<file path="src/rtl/ber_scan_pkg.sv">
// Shared state encoding and constants for the BER phase-scan sequencer.
// The optional per-phase error log (BER_SCAN_RESULT_LOG_EN) uses sat_err32.
package ber_scan_pkg;

    typedef enum logic [2:0] {
        ST_IDLE    = 3'd0,
        ST_SETTLE  = 3'd1,
        ST_SYNC    = 3'd2,
        ST_MEASURE = 3'd3,
        ST_EVAL    = 3'd4,
        ST_APPLY   = 3'd5,
        ST_DONE    = 3'd6
    } scan_state_t;

    localparam int N_PHASES = 4;
    localparam logic [31:0] ERR_SAT = 32'hFFFF_FFFF;

    // Clamp an error sum into a 32-bit log field; failed phases log as saturated.
    function automatic logic [31:0] sat_err32(input logic [127:0] sum, input logic failed);
        if (failed || (sum[127:32] != 96'd0)) begin
            sat_err32 = ERR_SAT;
        end else begin
            sat_err32 = sum[31:0];
        end
    endfunction

endpackage

</file>
<file path="src/rtl/ber_symbol_timer.sv">
// Symbol-strobe counter with synchronous clear and terminal-count compare.
// o_hit flags the strobe that completes i_limit strobes since the last clear.
module ber_symbol_timer #(
    parameter int NB_TIMER = 16
) (
    input  logic                clock,
    input  logic                i_reset,
    input  logic                i_clear,
    input  logic                i_valid,
    input  logic [NB_TIMER-1:0] i_limit,
    output logic                o_hit
);

    logic [NB_TIMER-1:0] count_r;

    // Strobe counter; saturates so a long idle period never wraps into a false hit.
    always_ff @(posedge clock or negedge i_reset) begin
        if (!i_reset) begin
            count_r <= {NB_TIMER{1'b0}};
        end else if (i_clear) begin
            count_r <= {NB_TIMER{1'b0}};
        end else if (i_valid && (count_r != {NB_TIMER{1'b1}})) begin
            count_r <= count_r + {{(NB_TIMER-1){1'b0}}, 1'b1};
        end else begin
            count_r <= count_r;
        end
    end

    assign o_hit = i_valid && (count_r == (i_limit - {{(NB_TIMER-1){1'b0}}, 1'b1}));

endmodule

</file>
<file path="src/rtl/ber_phase_scan_ctrl.sv">
// Scans the four downsampling phases, measures I+Q BER on each and applies the best.
// Define BER_SCAN_RESULT_LOG_EN to keep a saturated per-phase error log on o_phase_errors.
module ber_phase_scan_ctrl
    import ber_scan_pkg::*;
#(
    parameter int NB_CNT         = 64,
    parameter int NB_TIMER       = 16,
    parameter int SETTLE_SYMBOLS = 16,
    parameter int LOCK_TIMEOUT   = 4096,
    parameter int WINDOW_BITS    = 1024
) (
    input  logic                    clock,
    input  logic                    i_reset,
    input  logic                    i_enable,
    input  logic                    i_start,
    input  logic                    i_valid,
    input  logic                    i_lock_i,
    input  logic                    i_lock_q,
    input  logic [NB_CNT-1:0]       i_errors_i,
    input  logic [NB_CNT-1:0]       i_errors_q,
    input  logic [NB_CNT-1:0]       i_bits_i,
    output logic [1:0]              o_phase_sel,
    output logic                    o_ber_en,
    output logic                    o_ber_clr_n,
    output logic                    o_busy,
    output logic                    o_done,
    output logic                    o_fail,
    output logic [1:0]              o_best_phase,
    output logic [NB_CNT:0]         o_min_errors,
    output logic [N_PHASES*32-1:0]  o_phase_errors
);

    scan_state_t         state_r, state_next;
    logic                timer_hit_s, timer_clr_s, timeout_s, start_ok_s, ber_on_s;
    logic [NB_TIMER-1:0] timer_limit_s;
    logic [NB_CNT:0]     sum_s, min_r;
    logic                better_s, any_lock_eval_s;
    logic [1:0]          best_eval_s, phase_idx_r, phase_sel_r, best_r;
    logic                failed_r, any_lock_r, busy_r, done_r, fail_r, ber_en_r, clr_n_r;

    assign timer_limit_s = (state_r == ST_SYNC) ? NB_TIMER'(LOCK_TIMEOUT) : NB_TIMER'(SETTLE_SYMBOLS);
    assign timer_clr_s   = (state_next != state_r);

    ber_symbol_timer #(.NB_TIMER(NB_TIMER)) u_timer (
        .clock   (clock),
        .i_reset (i_reset),
        .i_clear (timer_clr_s),
        .i_valid (i_valid),
        .i_limit (timer_limit_s),
        .o_hit   (timer_hit_s)
    );

    // Next-state logic; dropping i_enable overrides everything.
    always_comb begin
        state_next = state_r;
        timeout_s  = 1'b0;
        if (!i_enable) begin
            state_next = ST_IDLE;
        end else begin
            case (state_r)
                ST_IDLE, ST_DONE: begin
                    if (i_start) state_next = ST_SETTLE;
                    else         state_next = state_r;
                end
                ST_SETTLE: begin
                    if (timer_hit_s) state_next = ST_SYNC;
                    else             state_next = ST_SETTLE;
                end
                ST_SYNC: begin
                    if (i_lock_i && i_lock_q) begin
                        state_next = ST_MEASURE;
                    end else if (timer_hit_s) begin
                        state_next = ST_EVAL;
                        timeout_s  = 1'b1;
                    end else begin
                        state_next = ST_SYNC;
                    end
                end
                ST_MEASURE: begin
                    if (i_bits_i >= NB_CNT'(WINDOW_BITS)) state_next = ST_EVAL;
                    else                                  state_next = ST_MEASURE;
                end
                ST_EVAL: begin
                    if (phase_idx_r == 2'd3) state_next = ST_APPLY;
                    else                     state_next = ST_SETTLE;
                end
                ST_APPLY: begin
                    if (timer_hit_s) state_next = ST_DONE;
                    else             state_next = ST_APPLY;
                end
                default: state_next = ST_IDLE;
            endcase
        end
    end

    assign start_ok_s = i_enable && i_start && ((state_r == ST_IDLE) || (state_r == ST_DONE));
    assign ber_on_s   = (state_next == ST_SYNC) || (state_next == ST_MEASURE) ||
                        (state_next == ST_EVAL) || (state_next == ST_DONE);

    // Sum is one bit wider than the counters so it can never overflow.
    assign sum_s           = {1'b0, i_errors_i} + {1'b0, i_errors_q};
    assign better_s        = !failed_r && (sum_s < min_r);
    assign best_eval_s     = better_s ? phase_idx_r : best_r;
    assign any_lock_eval_s = any_lock_r || !failed_r;

    // State register, registered control outputs and scan bookkeeping.
    always_ff @(posedge clock or negedge i_reset) begin
        if (!i_reset) begin
            state_r     <= ST_IDLE;
            busy_r      <= 1'b0;
            done_r      <= 1'b0;
            fail_r      <= 1'b0;
            ber_en_r    <= 1'b0;
            clr_n_r     <= 1'b0;
            phase_idx_r <= 2'd0;
            phase_sel_r <= 2'd0;
            best_r      <= 2'd0;
            min_r       <= {(NB_CNT+1){1'b1}};
            failed_r    <= 1'b0;
            any_lock_r  <= 1'b0;
        end else begin
            state_r  <= state_next;
            busy_r   <= (state_next != ST_IDLE) && (state_next != ST_DONE);
            done_r   <= (state_next == ST_DONE);
            ber_en_r <= ber_on_s;
            clr_n_r  <= ber_on_s;
            if (!i_enable) begin
                fail_r <= 1'b0;
            end else if (start_ok_s) begin
                phase_idx_r <= 2'd0;
                phase_sel_r <= 2'd0;
                min_r       <= {(NB_CNT+1){1'b1}};
                fail_r      <= 1'b0;
                failed_r    <= 1'b0;
                any_lock_r  <= 1'b0;
            end else if (timeout_s) begin
                failed_r <= 1'b1;
            end else if (state_r == ST_EVAL) begin
                if (better_s) min_r <= sum_s;
                any_lock_r <= any_lock_eval_s;
                failed_r   <= 1'b0;
                if (phase_idx_r == 2'd3) begin
                    // With no locked phase the slicer falls back to phase 0.
                    best_r      <= any_lock_eval_s ? best_eval_s : 2'd0;
                    phase_sel_r <= any_lock_eval_s ? best_eval_s : 2'd0;
                    fail_r      <= !any_lock_eval_s;
                end else begin
                    best_r      <= best_eval_s;
                    phase_idx_r <= phase_idx_r + 2'd1;
                    phase_sel_r <= phase_idx_r + 2'd1;
                end
            end
        end
    end

    assign o_phase_sel  = phase_sel_r;
    assign o_ber_en     = ber_en_r;
    assign o_ber_clr_n  = clr_n_r;
    assign o_busy       = busy_r;
    assign o_done       = done_r;
    assign o_fail       = fail_r;
    assign o_best_phase = best_r;
    assign o_min_errors = min_r;

`ifdef BER_SCAN_RESULT_LOG_EN
    logic [N_PHASES*32-1:0] log_r;

    // Per-phase error log, written once per phase in EVAL.
    always_ff @(posedge clock or negedge i_reset) begin
        if (!i_reset) begin
            log_r <= {(N_PHASES*32){1'b0}};
        end else if (start_ok_s) begin
            log_r <= {(N_PHASES*32){1'b0}};
        end else if (i_enable && (state_r == ST_EVAL)) begin
            log_r[32*phase_idx_r +: 32] <= sat_err32(128'(sum_s), failed_r);
        end else begin
            log_r <= log_r;
        end
    end

    assign o_phase_errors = log_r;
`else
    assign o_phase_errors = {(N_PHASES*32){1'b0}};
`endif

endmodule

</file>
<file path="config.mk">
export PLATFORM = sky130hd
export DESIGN_NAME = ber_phase_scan_ctrl
export DESIGN_NICKNAME = d
export VERILOG_FILES = /design/src/rtl/ber_scan_pkg.sv /design/src/rtl/ber_symbol_timer.sv /design/src/rtl/ber_phase_scan_ctrl.sv
export SDC_FILE = /design/constraint.sdc
export NUM_CORES = 1
export LEC_CHECK = 0
export CAP_MARGIN = 10
export CORE_UTILIZATION = 30
export CTS_CLUSTER_SIZE = 12
export DETAILED_ROUTE_END_ITERATION = 6
export SYNTH_ARGS = -nofsm -noshare
export SYNTH_HDL_FRONTEND = slang
export SYNTH_HIERARCHICAL = 1
export SYNTH_SLANG_ARGS = --single-unit
</file>
<file path="constraint.sdc">
create_clock -name clock -period 8.2 [get_ports clock]
set_input_delay 1.64 -clock clock [delete_from_list [all_inputs] [get_ports clock]]
set_output_delay 1.64 -clock clock [all_outputs]
set_load 0.005 [all_outputs]
</file>
==> flow_metrics.env <==
export IMPL_hold_path_class="flop to flop"
export IMPL_yosysTopAreaCellShare_pct=14.9
export IMPL_first_pass_iters=6
export IMPL_skew_ns=0.0154
export IMPL_yosysWarnings=6
export IMPL_io_pins=401
export IMPL_cp_max_fo=58
export IMPL_synth_compound_area_share_pct=22.2
export IMPL_first_global_vias=10300
export IMPL_ys_ff_latch=96
export IMPL_synthMuxAreaShare_pct=0.437
export IMPL_min_from="any_lock_r$_DFFE_PN0P_"
export IMPL_grtUsageTotal_pct=17.3
export IMPL_num_vias=11000
export IMPL_period_share_pct=89.2
export IMPL_irDropWorstVdd_uv=74.9
export IMPL_dieArea_um2=38900
export IMPL_endpoint_kind="flop"
export IMPL_post_cts_buffers=0
export IMPL_fp_dieH_um=197
export IMPL_worstRegToRegCells=14
export IMPL_holdPathEnd="any_lock_r$_DFFE_PN0P_"
export IMPL_synth_seq_area_share_pct=21.7
export IMPL_numPortBuffers=262
export IMPL_clockRootBuffer="clkbuf_16"
export IMPL_gp_congestion=0.915
export IMPL_rr_endpoint="u_timer/count_r[2]$_DFFE_PN0P_"
export IMPL_synthFlopType="dfstp_2"
export IMPL_drv_cap=0
export IMPL_synth_distinct_cells=86
export IMPL_synth_top_family_by_area="compound AO/OA/AOI/OAI gates"
export IMPL_worst_r2r_setup_slack_ns=2.50
export IMPL_hpwl_mm=28.2
export IMPL_cts_made_buffers=9
export IMPL_rsz0062_at_grt="false"
export IMPL_antenna_found_initial=0
export IMPL_finalSetupViolCount=0
export IMPL_worstSetupStartpointType="input port"
export IMPL_clock_sinks=96
export IMPL_wl_mm=34.6
export IMPL_slew_violations=0
export IMPL_htree_levels=3
export IMPL_yosys_area_top_type="dfstp_2"
export IMPL_rows=71
export IMPL_worst_hold_path_num_cells=2
export IMPL_core_area_um2=37600
export IMPL_max_slew_worst_pin_slew_ns=0.956
export IMPL_drive_gt1_share_pct=6.54
export IMPL_p_per_area_nw_per_um2=105
export IMPL_postRouteAntennaNets=0
export IMPL_drt_iter0_drc=602
export IMPL_rr_startpoint="state_r[1]$_DFF_PN0_"
export IMPL_worstPathArrival_ns=7.59
export IMPL_synth_avg_cell_area_um2=7.70
export IMPL_clk_latency_ns=0.35
export IMPL_fin_tns_setup_ns=0
export IMPL_synthAdderAreaFrac_pct=14.5
export IMPL_critical_path_max_stage_delay_ns=0.46
export IMPL_startpoint="i_errors_i[0]"
export IMPL_status="complete, no violations"
export IMPL_synth_xor_area_share_pct=7.65
export IMPL_areaGrowthSynthToFinish_pct=27.1
export IMPL_synthSimpleGateAreaFrac_pct=19.3
export IMPL_grt_max_degree=70
export IMPL_hold_buffers=0
export IMPL_grt_pass1_wl_mm=53.9
export IMPL_crit_path_cell_trace="clkdlybuf4s50_1 > ha_1 > inv_1 > fa_1 > nor2b_1 > o211ai_1 > a31o_2 > o2111ai_1 > buf_4 > and4b_1 > o31a_1 > a21oi_1 > xnor2_1 > ha_1 > a21o_1 > a21o_1 > a211oi_1 > o31ai_1 > a211oi_1 > nand3_1 > nor2_4 > buf_12 > nor2_1 > a21o_1"
export IMPL_whs_ns=0.505
export IMPL_clk_pin_slew_ns=0.08
export IMPL_syn_area_um2=11400
export IMPL_start_util_pct=30.5
export IMPL_cp_common_cell="a21o_1"
export IMPL_cts_tree="done"
export IMPL_worstSetupPathType="input port to flop"
export IMPL_slowest_stage="clkdlybuf4s50_1"
export IMPL_overflow=0
export IMPL_finalNetCount=2099
export IMPL_slew_headroom_pct=35.7
export IMPL_filler_cell_count=3927
export IMPL_hold_violations=0
export IMPL_post_route_util_pct=38.7
export IMPL_cts_resized=0
export IMPL_die_w_um=197
export IMPL_min_period_ns=7.32
export IMPL_synthArstFlopShare_pct=100
export IMPL_leakagePower_nw=6.75
export IMPL_max_freq_mhz=137
export IMPL_wl_per_cell_um=15.2
export IMPL_clockBufferDepth=2
export IMPL_synth_edf_count=0
export IMPL_drcViolationCount=0
export IMPL_netlist_instances=1486
export IMPL_synth_top_cells_by_area="dfstp_2, ha_1, buf_4"
export IMPL_antennaDiodeCount=0
export IMPL_crit_required_ns=8.48
export IMPL_viasPerCell=4.82
-- worst max path at each step --
| stage | end | slack (ns) | cells after the start |
|---|---|---|---|
| after floorplan | o_min_errors[10]$_DFFE_PN1P_ | 2.28 | 23 |
| after global placement | o_min_errors[1]$_DFFE_PN1P_ | 0.36 | 24 |
| after detailed placement | o_min_errors[25]$_DFFE_PN1P_ | 0.29 | 24 |
| after CTS | o_min_errors[25]$_DFFE_PN1P_ | 0.64 | 24 |
| after global routing | o_min_errors[25]$_DFFE_PN1P_ | 0.34 | 24 |
| final | o_min_errors[25]$_DFFE_PN1P_ | 0.88 | 24 |
-- worst max-delay path, delay by kind of cell --
family	cells	cell delay, ns
and+or+nand+nor	5	1.33
AOI/OAI and AO/OA	11	2.41
adders and majority gates	3	0.90
xor gates and xnor gates	1	0.28
buffers and inverters	4	1.00
-- registers in the layout (all words and copies together), names as in the netlist --
name / flops
o_min_errors: 65
u_timer/count_r: 16
state_r: 3
o_best_phase: 2
o_phase_sel: 2
phase_idx_r: 2
any_lock_r: 1
failed_r: 1
o_ber_clr_n: 1
o_busy: 1
o_done: 1
o_fail: 1
-- cell usage in the layout (no fill, tap or decap), types with 5 or more instances in the layout --
cell type,instances
or3_1,7
nor3_1,37
o21bai_1,11
nand2_1,124
nand2b_1,6
o21ai_0,103
a31oi_1,8
dfstp_2,65
clkdlybuf4s50_1,261
and4_1,5
inv_1,101
o211ai_1,15
mux2i_1,5
o2111ai_1,6
a2111oi_0,5
clkbuf_16,9
nand3_1,36
o31ai_1,5
a21oi_1,105
o21a_1,13
nor2_1,162
a21o_1,53
xnor2_1,58
buf_4,11
dfrtp_1,31
conb_1,180
nor4_1,20
nand4_1,29
a211oi_1,16
ha_1,131
and2_1,8
nor2b_1,11
xor2_1,42
-- per-stage QoR --
step                setup WS [ns]  cell area (um^2)  instances  total power [W]
global route                0.338             14600       2284          0.00165
global placement            0.362             14300       2268          0.00111
CTS                         0.645             14600       2284          0.00155
finish                      0.883             14600       2284          0.00153
detailed placement          0.286             14300       2268          0.00111
floorplan                    2.28             12100       1665         0.000934
-- kinds of logic (layout without fill, tap and decap cells) --
family / after synthesis / after routing
adder cells (fa/ha/maj): 132 / 132
buffers and inverters: 283 / 391
other: 1 / 180
AO/OA/AOI/OAI: 396 / 396
flip-flops: 96 / 96
AND/OR/NAND/NOR: 473 / 473
XOR/XNOR: 100 / 100
multiplexers: 5 / 5
-- metal layers --
layer | GRT usage, % | share of wire [%] | vias up
met5 | 0 | 0 | -
met4 | 3.07 | 1.0 | 0
met3 | 2.07 | 4.6 | 21
met2 | 29.7 | 48 | 300
met1 | 23.3 | 46 | 5205
li1 | - | - | 5484
-- synth_stat cells, drive strengths merged (31+ instances only) --
library cell / instances
dfstp: 65
a21oi: 106
dfrtp: 31
ha: 131
inv: 101
a21o: 53
xor2: 42
nand2: 124
xnor2: 58
clkbuf: 40
nor2: 163
nand3: 36
buf: 141
o21ai: 108
nor3: 37
-- power breakdown --
group	internal (W)	switching [W]
Sequential	0.000480	0.00000726
Combinational	0.000269	0.000356
Clock	0.000217	0.000205
Total	0.000965	0.000568
-- layout make-up --
cell class | instances | area, um^2 | share of cell area, %
timing repair buffer | 274 | 2740 | 18.8
clock inverter | 5 | 38.8 | 0.267
clock buffer | 11 | 243 | 1.67
tap | 511 | 639 | 4.39
sequential | 96 | 2480 | 17.1
inverter | 101 | 379 | 2.61
multi-input combinational | 1286 | 8030 | 55.2
(Power assumes the default switching activity.)
